<file path="config.mk">
export PLATFORM = sky130hd
export DESIGN_NAME = program_counter_unit_flat
export DESIGN_NICKNAME = d
export VERILOG_FILES = /design/src/rtl/program_counter_unit_if.sv /design/src/rtl/program_counter_unit.sv /design/src/flat_wrapper.sv
export SDC_FILE = /design/constraint.sdc
export NUM_CORES = 1
export LEC_CHECK = 0
export CAP_MARGIN = 20
export CORE_MARGIN = 1
export CORE_UTILIZATION = 35
export DETAILED_ROUTE_END_ITERATION = 16
export SYNTH_ARGS = -nofsm -noshare
export SYNTH_HDL_FRONTEND = slang
export SYNTH_SLANG_ARGS = --single-unit
</file>
<file path="constraint.sdc">
create_clock -name CLK -period 8.8 [get_ports CLK]
set_clock_uncertainty 0.05 [all_clocks]
set_input_delay 0.88 -clock CLK [delete_from_list [all_inputs] [get_ports CLK]]
set_output_delay 0.88 -clock CLK [all_outputs]
set_load 0.02 [all_outputs]
</file>
<file path="src/rtl/program_counter_unit_if.sv">
// Fetch-stage bus between the control unit and the program counter unit:
// decode controls in, PC/next-PC and return-stack status out.
interface program_counter_unit_if #(
    parameter int ADDR_WIDTH  = 11,
    parameter int STACK_DEPTH = 8
);
    localparam int SDW = $clog2(STACK_DEPTH + 1);

    logic                  EN;
    logic                  ILO;
    logic                  BO;
    logic                  CALL;
    logic                  RET;
    logic [ADDR_WIDTH-1:0] IADDR;
    logic [ADDR_WIDTH-1:0] PC;
    logic [ADDR_WIDTH-1:0] NPC;
    logic [SDW-1:0]        SDEPTH;
    logic                  SFULL;
    logic                  SEMPTY;
    logic                  ERR;

    modport master (
        output EN, ILO, BO, CALL, RET, IADDR,
        input  PC, NPC, SDEPTH, SFULL, SEMPTY, ERR
    );

    modport slave (
        input  EN, ILO, BO, CALL, RET, IADDR,
        output PC, NPC, SDEPTH, SFULL, SEMPTY, ERR
    );
endinterface

</file>
<file path="src/rtl/program_counter_unit.sv">
// Registered program counter with increment/branch/call/return decode and a
// LIFO return-address stack; reports stack occupancy and a sticky fault.
module program_counter_unit #(
    parameter int                    ADDR_WIDTH  = 11,
    parameter int                    STACK_DEPTH = 8,
    parameter logic [ADDR_WIDTH-1:0] RESET_ADDR  = '0
) (
    input  logic                   CLK,
    input  logic                   RST,
    program_counter_unit_if.slave  pcu
);
    localparam int SDW = $clog2(STACK_DEPTH + 1);
    localparam int IW  = $clog2(STACK_DEPTH);

    logic [ADDR_WIDTH-1:0] r_pc;
    logic [ADDR_WIDTH-1:0] r_stack [STACK_DEPTH];
    logic [SDW-1:0]        r_sdepth;
    logic                  r_err;

    logic [ADDR_WIDTH-1:0] w_pc_inc;
    logic [ADDR_WIDTH-1:0] w_npc;
    logic [ADDR_WIDTH-1:0] w_top;
    logic [SDW-1:0]        w_sdepth_dec;
    logic [IW-1:0]         w_push_idx;
    logic [IW-1:0]         w_pop_idx;
    logic                  w_full;
    logic                  w_empty;
    logic                  w_push;
    logic                  w_pop;
    logic                  w_fault;

    // Natural-width add: all-ones wraps to zero, also for the pushed return address.
    assign w_pc_inc     = r_pc + ADDR_WIDTH'(1);
    assign w_full       = (r_sdepth == SDW'(STACK_DEPTH));
    assign w_empty      = (r_sdepth == '0);
    assign w_sdepth_dec = r_sdepth - SDW'(1);
    assign w_push_idx   = r_sdepth[IW-1:0];
    assign w_pop_idx    = w_sdepth_dec[IW-1:0];
    assign w_top        = r_stack[w_pop_idx];

    always_comb begin
        w_npc   = w_pc_inc;
        w_push  = 1'b0;
        w_pop   = 1'b0;
        w_fault = 1'b0;
        if (pcu.RET) begin
            if (!w_empty) begin
                w_npc = w_top;
                w_pop = 1'b1;
            end else begin
                w_fault = 1'b1;
            end
        end else if (pcu.CALL) begin
            if (!w_full) begin
                w_npc  = pcu.IADDR;
                w_push = 1'b1;
            end else begin
                w_fault = 1'b1;
            end
        end else if (pcu.ILO && pcu.BO) begin
            w_npc = pcu.IADDR;
        end
    end

    always_ff @(posedge CLK) begin
        if (RST) begin
            r_pc     <= RESET_ADDR;
            r_sdepth <= '0;
            r_err    <= 1'b0;
        end else if (pcu.EN) begin
            r_pc <= w_npc;
            if (w_push) begin
                r_sdepth <= r_sdepth + SDW'(1);
            end else if (w_pop) begin
                r_sdepth <= w_sdepth_dec;
            end
            if (w_fault) begin
                r_err <= 1'b1;
            end
        end
    end

    // Stack contents carry no reset; only the depth pointer defines validity.
    always_ff @(posedge CLK) begin
        if (!RST && pcu.EN && w_push) begin
            r_stack[w_push_idx] <= w_pc_inc;
        end
    end

    assign pcu.PC     = r_pc;
    assign pcu.NPC    = w_npc;
    assign pcu.SDEPTH = r_sdepth;
    assign pcu.SFULL  = w_full;
    assign pcu.SEMPTY = w_empty;
    assign pcu.ERR    = r_err;
endmodule

</file>
<file path="src/flat_wrapper.sv">
// flat-port wrapper written by rule: the top's interface ports become plain ports
module program_counter_unit_flat 
#(
    parameter int                    ADDR_WIDTH  = 11,
    parameter int                    STACK_DEPTH = 8,
    parameter logic [ADDR_WIDTH-1:0] RESET_ADDR  = '0
)
  (CLK, RST, pcu_EN, pcu_ILO, pcu_BO, pcu_CALL, pcu_RET, pcu_IADDR, pcu_PC, pcu_NPC, pcu_SDEPTH, pcu_SFULL, pcu_SEMPTY, pcu_ERR);
  program_counter_unit_if #(.ADDR_WIDTH(ADDR_WIDTH), .STACK_DEPTH(STACK_DEPTH)) pcu_i ();
  input  logic CLK;
  input  logic RST;
  input wire logic [$bits(pcu_i.EN)-1:0] pcu_EN;
  input wire logic [$bits(pcu_i.ILO)-1:0] pcu_ILO;
  input wire logic [$bits(pcu_i.BO)-1:0] pcu_BO;
  input wire logic [$bits(pcu_i.CALL)-1:0] pcu_CALL;
  input wire logic [$bits(pcu_i.RET)-1:0] pcu_RET;
  input wire logic [$bits(pcu_i.IADDR)-1:0] pcu_IADDR;
  output wire logic [$bits(pcu_i.PC)-1:0] pcu_PC;
  output wire logic [$bits(pcu_i.NPC)-1:0] pcu_NPC;
  output wire logic [$bits(pcu_i.SDEPTH)-1:0] pcu_SDEPTH;
  output wire logic [$bits(pcu_i.SFULL)-1:0] pcu_SFULL;
  output wire logic [$bits(pcu_i.SEMPTY)-1:0] pcu_SEMPTY;
  output wire logic [$bits(pcu_i.ERR)-1:0] pcu_ERR;
  assign pcu_i.EN = pcu_EN;
  assign pcu_i.ILO = pcu_ILO;
  assign pcu_i.BO = pcu_BO;
  assign pcu_i.CALL = pcu_CALL;
  assign pcu_i.RET = pcu_RET;
  assign pcu_i.IADDR = pcu_IADDR;
  assign pcu_PC = pcu_i.PC;
  assign pcu_NPC = pcu_i.NPC;
  assign pcu_SDEPTH = pcu_i.SDEPTH;
  assign pcu_SFULL = pcu_i.SFULL;
  assign pcu_SEMPTY = pcu_i.SEMPTY;
  assign pcu_ERR = pcu_i.ERR;
  program_counter_unit #(.ADDR_WIDTH(ADDR_WIDTH), .STACK_DEPTH(STACK_DEPTH), .RESET_ADDR(RESET_ADDR)) u_core (.CLK(CLK), .RST(RST), .pcu(pcu_i));
endmodule
</file>
## After elaboration in Yosys (flattened, before gate mapping)

Memories as Yosys holds them, arrays and structs flattened.
Cells that the tools add are included.

- Flip-flop bits (word level): 16
- Memory bits (writable): 88
- Output and inout bits: 29
- Logic and storage cells: 34
- Memories: 1

- Add/sub/neg operators: 3
- Eq/ne operators: 1
- Muxes and demuxes: 18
- Reductions and logical operators: 8

Memory list:

| memory | words | width | read ports | clocked after memory_dff | wr ports | line | RTL |
|---|---|---|---|---|---|---|---|
| u_core.r_stack | 8 | 11 | 1 | 0 | 1 | program_counter_unit.sv:16 | `logic [ADDR_WIDTH-1:0] r_stack [STACK_DEPTH];` |

Operators by type and width:

| kind | count |
|---|---|
| 11-bit two-way mux | 5 |
| 11-bit by 1-bit adder with 11-bit output (second input constant) | 1 |
| 1-bit two-way mux | 11 |
| 4-bit two-way mux | 2 |
| 4-bit by 1-bit adder with 4-bit output (second input constant) | 1 |
| 4-bit == test (second input constant) | 1 |
| 4-bit logical NOT | 1 |
| 2-bit AND reduction | 2 |
| 4-bit by 1-bit subtractor with 4-bit output (second input constant) | 1 |
| 1-bit logical AND | 3 |
| 2-bit nonzero test | 1 |
| 1-bit logical NOT | 1 |

## Depth between registers and ports, before layout

Gate-level depths: netlist (run 1).

- Depth after elaboration: 7
- Depth in mapped cells: 10
- Mapped depth without buffers: 8

## Worst setup path after synthesis (run 1)

Ideal clock, no wire load.

- Path kind: register to output
- From: register u_core.r_sdepth[0] (netlist: u_core.pcu.SDEPTH[0])
- To: output pcu_NPC[3]
- Arrival time: 2.502 ns
- Slack: 5.368 ns
- Stages on the path, launching flop included: 10
- Cells stage by stage: dfxtp_1 > inv_1 > buf_1 > ha_1 > buf_4 > xor2_2 > nor2_1 > a22oi_1 > and3_1 > or3b_1

- Longest elaborated chain between the ends: 4

Ends and longest elaborated chain:

| item | line | RTL |
|---|---|---|
| start: declaration | program_counter_unit.sv:17 | `logic [SDW-1:0] r_sdepth;` |
| start signal: assignment | program_counter_unit.sv:73 | `r_sdepth <= r_sdepth + SDW'(1);` |
| start signal: assignment | program_counter_unit.sv:75 | `r_sdepth <= w_sdepth_dec;` |
| 4-bit by 1-bit subtractor with 4-bit output / 4-bit == test (equally long branches) | program_counter_unit.sv:36, program_counter_unit.sv:34 |  |
| memory read 8 x 11 bit / 11-bit two-way mux (equally long branches) | n/a |  |
| 11-bit two-way mux (on tied branches) | program_counter_unit.sv:47, program_counter_unit.sv:53 |  |
| 11-bit two-way mux (*) | program_counter_unit.sv:46 | `if (pcu.RET) begin` |
| end: declaration | flat_wrapper.sv:19 | `output wire logic [$bits(pcu_i.NPC)-1:0] pcu_NPC;` |

Mark *: on every way between the ends. The rest lies on a longest branch, timed or not.

## Final worst setup path (run 1)

- From: register u_core.r_sdepth[0] (netlist: u_core.pcu.SDEPTH[0])
- To: output pcu_NPC[5]

Same word-level chain as after synthesis.

==> results of run 1 <==
[layout by cell type, fill, tap and decap left out, types with 3 or more instances in the layout]
master           count
inv_1                9
xnor2_1              5
a22oi_1             17
xor2_1               5
or3_1                3
edfxtp_1            88
nand3_1             25
clkdlybuf4s50_1     46
o21ai_0              8
mux2i_1             42
clkbuf_16            9
a21oi_1              5
nand2_1             24
a311oi_1             9
and3_1               3
nor3_2               3
buf_4               11
dfxtp_1             16
nor2_2               3
nor3_1               8
nor2_1              34
[state kept, by name (all words and copies together), names as in the netlist]
signal / count
u_core.r_stack: 88
u_core.pcu.PC: 11
u_core.pcu.SDEPTH: 4
u_core.pcu.ERR: 1
[cell type report]
cell class                      count  area [µm²]
Clock inverter                      4        30.0
Multi-Input combinational cell    233        1630
Inverter                           10        37.5
Timing Repair Buffer               57         543
Tap cell                          172         215
Fill cell                        1190        7160
Sequential cell                   104        2960
Clock buffer                       11         243
[critical path, stage by stage (launching register included)]
cell             delay (ns)
dfxtp_1                0.74
inv_1                  0.39
ha_2                   0.74
buf_4                  0.54
nor2b_1                0.09
a2111oi_0              0.42
a211oi_1               0.14
a22oi_1                0.22
nand2_1                0.08
clkdlybuf4s50_1        0.53
[routing by layer]
metal  track usage  share of wire  up-vias
met5             0              0        -
met4        0.0641          0.021        0
met3        0.0451          0.058       19
met2         0.291           0.46      111
met1         0.250           0.46     1587
li1              -              -     1492
[cell families after synthesis]
kind of cell | count (synthesis)
xor+xnor | 12
flops | 104
buf+inv | 25
simple gates | 117
fa+ha+maj | 3
mux | 45
compound gates | 56
[per-stage QoR]
step | hold slack [ns] | utilization | worst slack, ns
2_1_floorplan | 0.532 | - | 5.37
3_3_place_gp | 0.421 | 0.420 | 4.02
3_5_place_dp | 0.449 | 0.420 | 3.98
4_1_cts | 0.469 | 0.441 | 3.58
5_1_grt | 0.509 | 0.441 | 3.09
6_report | 0.463 | 0.441 | 3.57
[power groups by stage]
| stage | combinational [mW] | sequential (mW) | clock, mW |
|---|---|---|---|
| final | 0.356 | 0.578 | 0.373 |
| after global routing | 0.382 | 0.580 | 0.397 |
| after CTS | 0.356 | 0.578 | 0.379 |
| after detailed placement | 0.355 | 0.588 | 0 |
| after global placement | 0.353 | 0.587 | 0 |
| after floorplan | 0.232 | 0.588 | 0 |
[how the worst max path moves through the flow]
| stage | startpoint | end | slack (ns) | cells after the start |
|---|---|---|---|---|
| 2_1_floorplan | u_core.pcu.SDEPTH[0]$_SDFFE_PP0P_ | pcu_NPC[3] | 5.37 | 9 |
| 3_3_place_gp | u_core.pcu.SDEPTH[0]$_SDFFE_PP0P_ | pcu_NPC[5] | 4.02 | 9 |
| 3_5_place_dp | u_core.pcu.SDEPTH[0]$_SDFFE_PP0P_ | pcu_NPC[5] | 3.98 | 9 |
| 4_1_cts | u_core.pcu.SDEPTH[0]$_SDFFE_PP0P_ | pcu_NPC[5] | 3.58 | 9 |
| 5_1_grt | u_core.pcu.SDEPTH[0]$_SDFFE_PP0P_ | pcu_NPC[5] | 3.09 | 9 |
| 6_report | u_core.pcu.SDEPTH[0]$_SDFFE_PP0P_ | pcu_NPC[5] | 3.57 | 9 |
==> metrics, run 1 <==
Synth Instances=362; worst min-delay path class=flop to flop; Max-cap violations=0; Core ar.=12,800 µm²; Initial Util=0.366; Hold Path Sink=u_core.pcu.ERR$_SDFFE_PP0P_; vias per cell=5.43; # diodes=0; Slew @ Worst Pin=0.806 ns; share of cells above drive strength 1=0.100; Row Count=41; critical path arrival=4.30 ns; Simple-Gate Fraction of Synth Area=0.122; endpoints failing setup=0; Distinct cells, synth=51; status=finished, final reports clean; fin area=5660 µm²; dpl cell area=5390 µm²; average cell area after synthesis=13.0 µm²; adder-cell share of the synthesized area=0.00800; synthesized area=4690 µm²; post-synth top area share=0.563; Routed wire per std cell=20.8 µm; synth cell count leaders=edfxtp_1 (88), mux2i_1 (42), nor2_1 (34); H-tree depth=3; Final Hold Fails=0; async set-reset flop share out of synthesis=0; Clock Tree Root=clkbuf_16; IO Pins=47; fin nets=436; VDD IR max=0.000104 V; Max Clock Freq=191 MHz; P_sw=0.408 mW; leakage=1.87 nW; Die Ht=118 µm; Die Span X=118 µm; Clock Sinks=104; via count=3,209; initial antenna violation count=0; drt pass-1 iters=5; PD cells=231 nW/µm²; Skew-Pair Late Insertion Delay=0.34 ns; Max clock buf depth=2; Die ar.=13,900 µm²; XOR/XNOR Fraction of Synth Area=0.0256; Crit. End Element=output pin; sequential share of the synthesized area=0.631; WS Path Type=flop to output pin; Max Slew Vio Count=0; Net Sw Frac=0.312; TNS Setup=0 ns; # DRC=0; CTS buffer count=9; Layout area overhead=20.6%; GR Overflow Total=0; drt first-iter violations=233; fin cells=591; R2R depth=8; Worst Hold Launch=u_core.pcu.ERR$_SDFFE_PP0P_; aggregate routed wire length=12.3 mm; Setup Buffers After CTS=0; Clock power frac=0.286; FF-to-FF Start=u_core.pcu.SDEPTH[0]$_SDFFE_PP0P_; post_cts resized=0; sequential cell fraction of total power=0.442; Gate power share=0.272; placed cells=576; top-count cell post-synth=edfxtp_1; DRT antenna net count=0; largest net degree at the start of global routing=32; P_int=0.899 mW; max_slew headroom=0.459; CTS tree=yes; min Tclk post-route=5.23 ns; HPWL after DPL=8.24 mm; first-pass GRT wire length=19.0 mm; hold-critical path depth=2; Synth Area in Compound Gates=0.0896; Net Count, Synth=383; flop and latch count out of synthesis=104; Pwr Total=1.31 mW; Required @ worst endpoint=7.87 ns; number of enable flip-flop cells after synthesis=88; YS warnings=0; Yosys top cell by area=edfxtp_1; GRT Total Usage=0.186; port bufs=46; crit path max fanout=31; FF-to-FF setup slack=5.10 ns; cts hold-fix bufs=0; Final Cycle Share=0.594; r2r endpoint=u_core.pcu.PC[9]$_SDFFE_PP0P_; Startpoint Class=flop; Final GP Congestion=0.801; vias in the first global route=3,192; ys flop type=edfxtp_1; main combinational cell family by area after synthesis=simple AND/OR/NAND/NOR gates; clock-pin slew on the worst setup and hold paths=0.07 ns; RSZ-0062 raised after global routing=false; largest cells by area after synthesis=edfxtp_1 (56%), mux2i_1 (9.0%), dfxtp_1 (6.8%), a22oi_1 (2.7%), nor2_1 (2.7%); mux cell area share after synthesis=0.0991
Power figures use the tool's default switching activity.
==> inputs of run 2 (changes only) <==
clock period = 5.02 ns   (was 8.8 ns; I/O delays follow)
==> run 2 against run 1 <==
  * Wire length is 0.99% lower
  * Worst hold slack got worse by 0.022 ns
  * Die area did not move
==> metrics, run 2 (synthesis gave the netlist of run 1 again) <==
via count=3,295 (+2.7%); share of cells above drive strength 1=0.105 (+0.00427); cts hold-fix bufs=0 (unchanged); Max Clock Freq=224 MHz; final core utilization=0.445 (+0.00361); Clock Sinks=104 (unchanged); Die Ht=118 µm (unchanged); crit path max fanout=22 (-29%); HPWL after DPL=8.24 mm (about the same); max_slew headroom=0.396 (-0.0630); endpoints failing setup=0 (unchanged); GRT Total Usage=0.181 (-0.00474); worst min-delay path class=flop to flop; most frequent cells in the layout=edfxtp_1 (88), clkdlybuf4s50_1 (46), mux2i_1 (42); gr busiest metal=met2; min Tclk post-route=4.46 ns; Die ar.=13,900 µm² (unchanged); FF-to-FF Start=u_core.pcu.SDEPTH[0]$_SDFFE_PP0P_; CTS tree=yes; Final Cycle Share=0.888; Max Slew Vio Count=0 (unchanged); TNS Setup=0 ns (unchanged); Core ar.=12,800 µm² (unchanged); Max clock buf depth=2 (unchanged); drt first-iter violations=280 (+20%); Setup Buffers After CTS=0 (unchanged); VDD IR max=0.000160 V (+53%); Slew @ Worst Pin=0.906 ns (+0.0994 ns); status=finished, final reports clean; Startpoint Class=flop; R2R depth=7 (-1); post_cts resized=0 (unchanged); critical path startpoint=u_core.pcu.SDEPTH[0]$_SDFFE_PP0P_; IO Pins=47 (unchanged); largest net degree at the start of global routing=25 (-22%); FF-to-FF setup slack=1.55 ns (-3.55 ns); WS Path Type=flop to output pin; # diodes=0 (unchanged); Max-cap violations=0 (unchanged); Required @ worst endpoint=4.47 ns (-3.40 ns); number of flip-flops in the largest register=88 (unchanged); Clock Tree Root=clkbuf_16; most common cell after layout, fill and taps aside=edfxtp_1; port bufs=46 (unchanged); initial antenna violation count=0 (unchanged); met1 GRT Util=0.248 (-0.00220); Skew-Pair Late Insertion Delay=0.35 ns (about the same); Die Span X=118 µm (unchanged); Min Hold Slack=0.441 ns (-0.0223 ns); H-tree depth=3 (unchanged); CTS buffer count=9 (unchanged); CP endpoint=pcu_NPC[3]; critical path arrival=3.91 ns (-0.39 ns); Final GP Congestion=0.808 (+0.90%); Final Hold Fails=0 (unchanged); RSZ-0062 raised after global routing=false; Initial Util=0.366 (unchanged); Largest Register=u_core.r_stack; PD cells=408 nW/µm² (+77%); met2 usage=0.279 (-0.0121); GR met3 Demand/Resource=0.0320 (-0.0131); r2r endpoint=u_core.r_stack[1][5]$_DFFE_PP_; leakage=1.89 nW (+0.95%); Routed wire per std cell=20.5 µm (-1.3%); aggregate routed wire length=12.2 mm (-0.99%); drt pass-1 iters=5 (unchanged); DRT antenna net count=0 (unchanged); GR Overflow Total=0 (unchanged); vias per cell=5.56 (+2.3%); vias in the first global route=3,191 (-0.031%); Layout area overhead=21.6%; fin nets=437 (+0.23%); Crit. End Element=output pin; Row Count=41 (unchanged); first-pass GRT wire length=18.4 mm (-3.0%); # DRC=0 (unchanged); hold-critical path depth=2 (unchanged); clock-pin slew on the worst setup and hold paths=0.07 ns (about the same)
## run 2: layout make-up
type	count	area [µm²]
fillers	1169	7120
flip-flops and latches	104	2960
multi-input cells	233	1630
repair buffers	58	571
clock buffers	10	229
well taps	172	215
clock inverters	6	60.1
inverters	10	37.5
## run 2: power breakdown
| group | internal (mW) | switching, mW |
|---|---|---|
| Sequential | 0.972 | 0.0387 |
| Clock | 0.384 | 0.300 |
| Combinational | 0.264 | 0.373 |
| Total | 1.62 | 0.711 |
## run 2: stage by stage
stage / setup slack (ns) / instances / power (mW) / cell area, µm²
2_1_floorplan: 1.97 / 362 / 1.44 / 4690
3_3_place_gp: 1.03 / 575 / 1.66 / 5400
3_5_place_dp: 0.958 / 576 / 1.66 / 5410
4_1_cts: 0.517 / 592 / 2.34 / 5700
5_1_grt: 0.348 / 593 / 2.42 / 5710
6_report: 0.562 / 593 / 2.33 / 5710
## run 2: layer usage
metal,wire [µm],up-vias,share of wire
li1,-,1497,-
met1,5430,1628,0.45
met2,5690,149,0.47
met3,800,21,0.066
met4,246,0,0.020
met5,0,-,0
## run 2: worst min-delay path by stage
stage	from	end	slack (ns)
2_1_floorplan	u_core.pcu.PC[8]$_SDFFE_PP0P_	u_core.pcu.PC[8]$_SDFFE_PP0P_	0.53
3_3_place_gp	u_core.pcu.ERR$_SDFFE_PP0P_	u_core.pcu.ERR$_SDFFE_PP0P_	0.42
3_5_place_dp	u_core.pcu.ERR$_SDFFE_PP0P_	u_core.pcu.ERR$_SDFFE_PP0P_	0.43
4_1_cts	u_core.pcu.ERR$_SDFFE_PP0P_	u_core.pcu.ERR$_SDFFE_PP0P_	0.45
5_1_grt	u_core.pcu.ERR$_SDFFE_PP0P_	u_core.pcu.ERR$_SDFFE_PP0P_	0.46
6_report	u_core.pcu.ERR$_SDFFE_PP0P_	u_core.pcu.ERR$_SDFFE_PP0P_	0.44
## run 2: critical path: stages (launching register included)
cell             delay (ns)
dfxtp_1                0.72
inv_1                  0.40
ha_2                   0.73
buf_12                 0.26
mux2i_1                0.21
a22oi_1                0.10
and3_1                 0.22
or3b_1                 0.35
clkdlybuf4s50_1        0.54
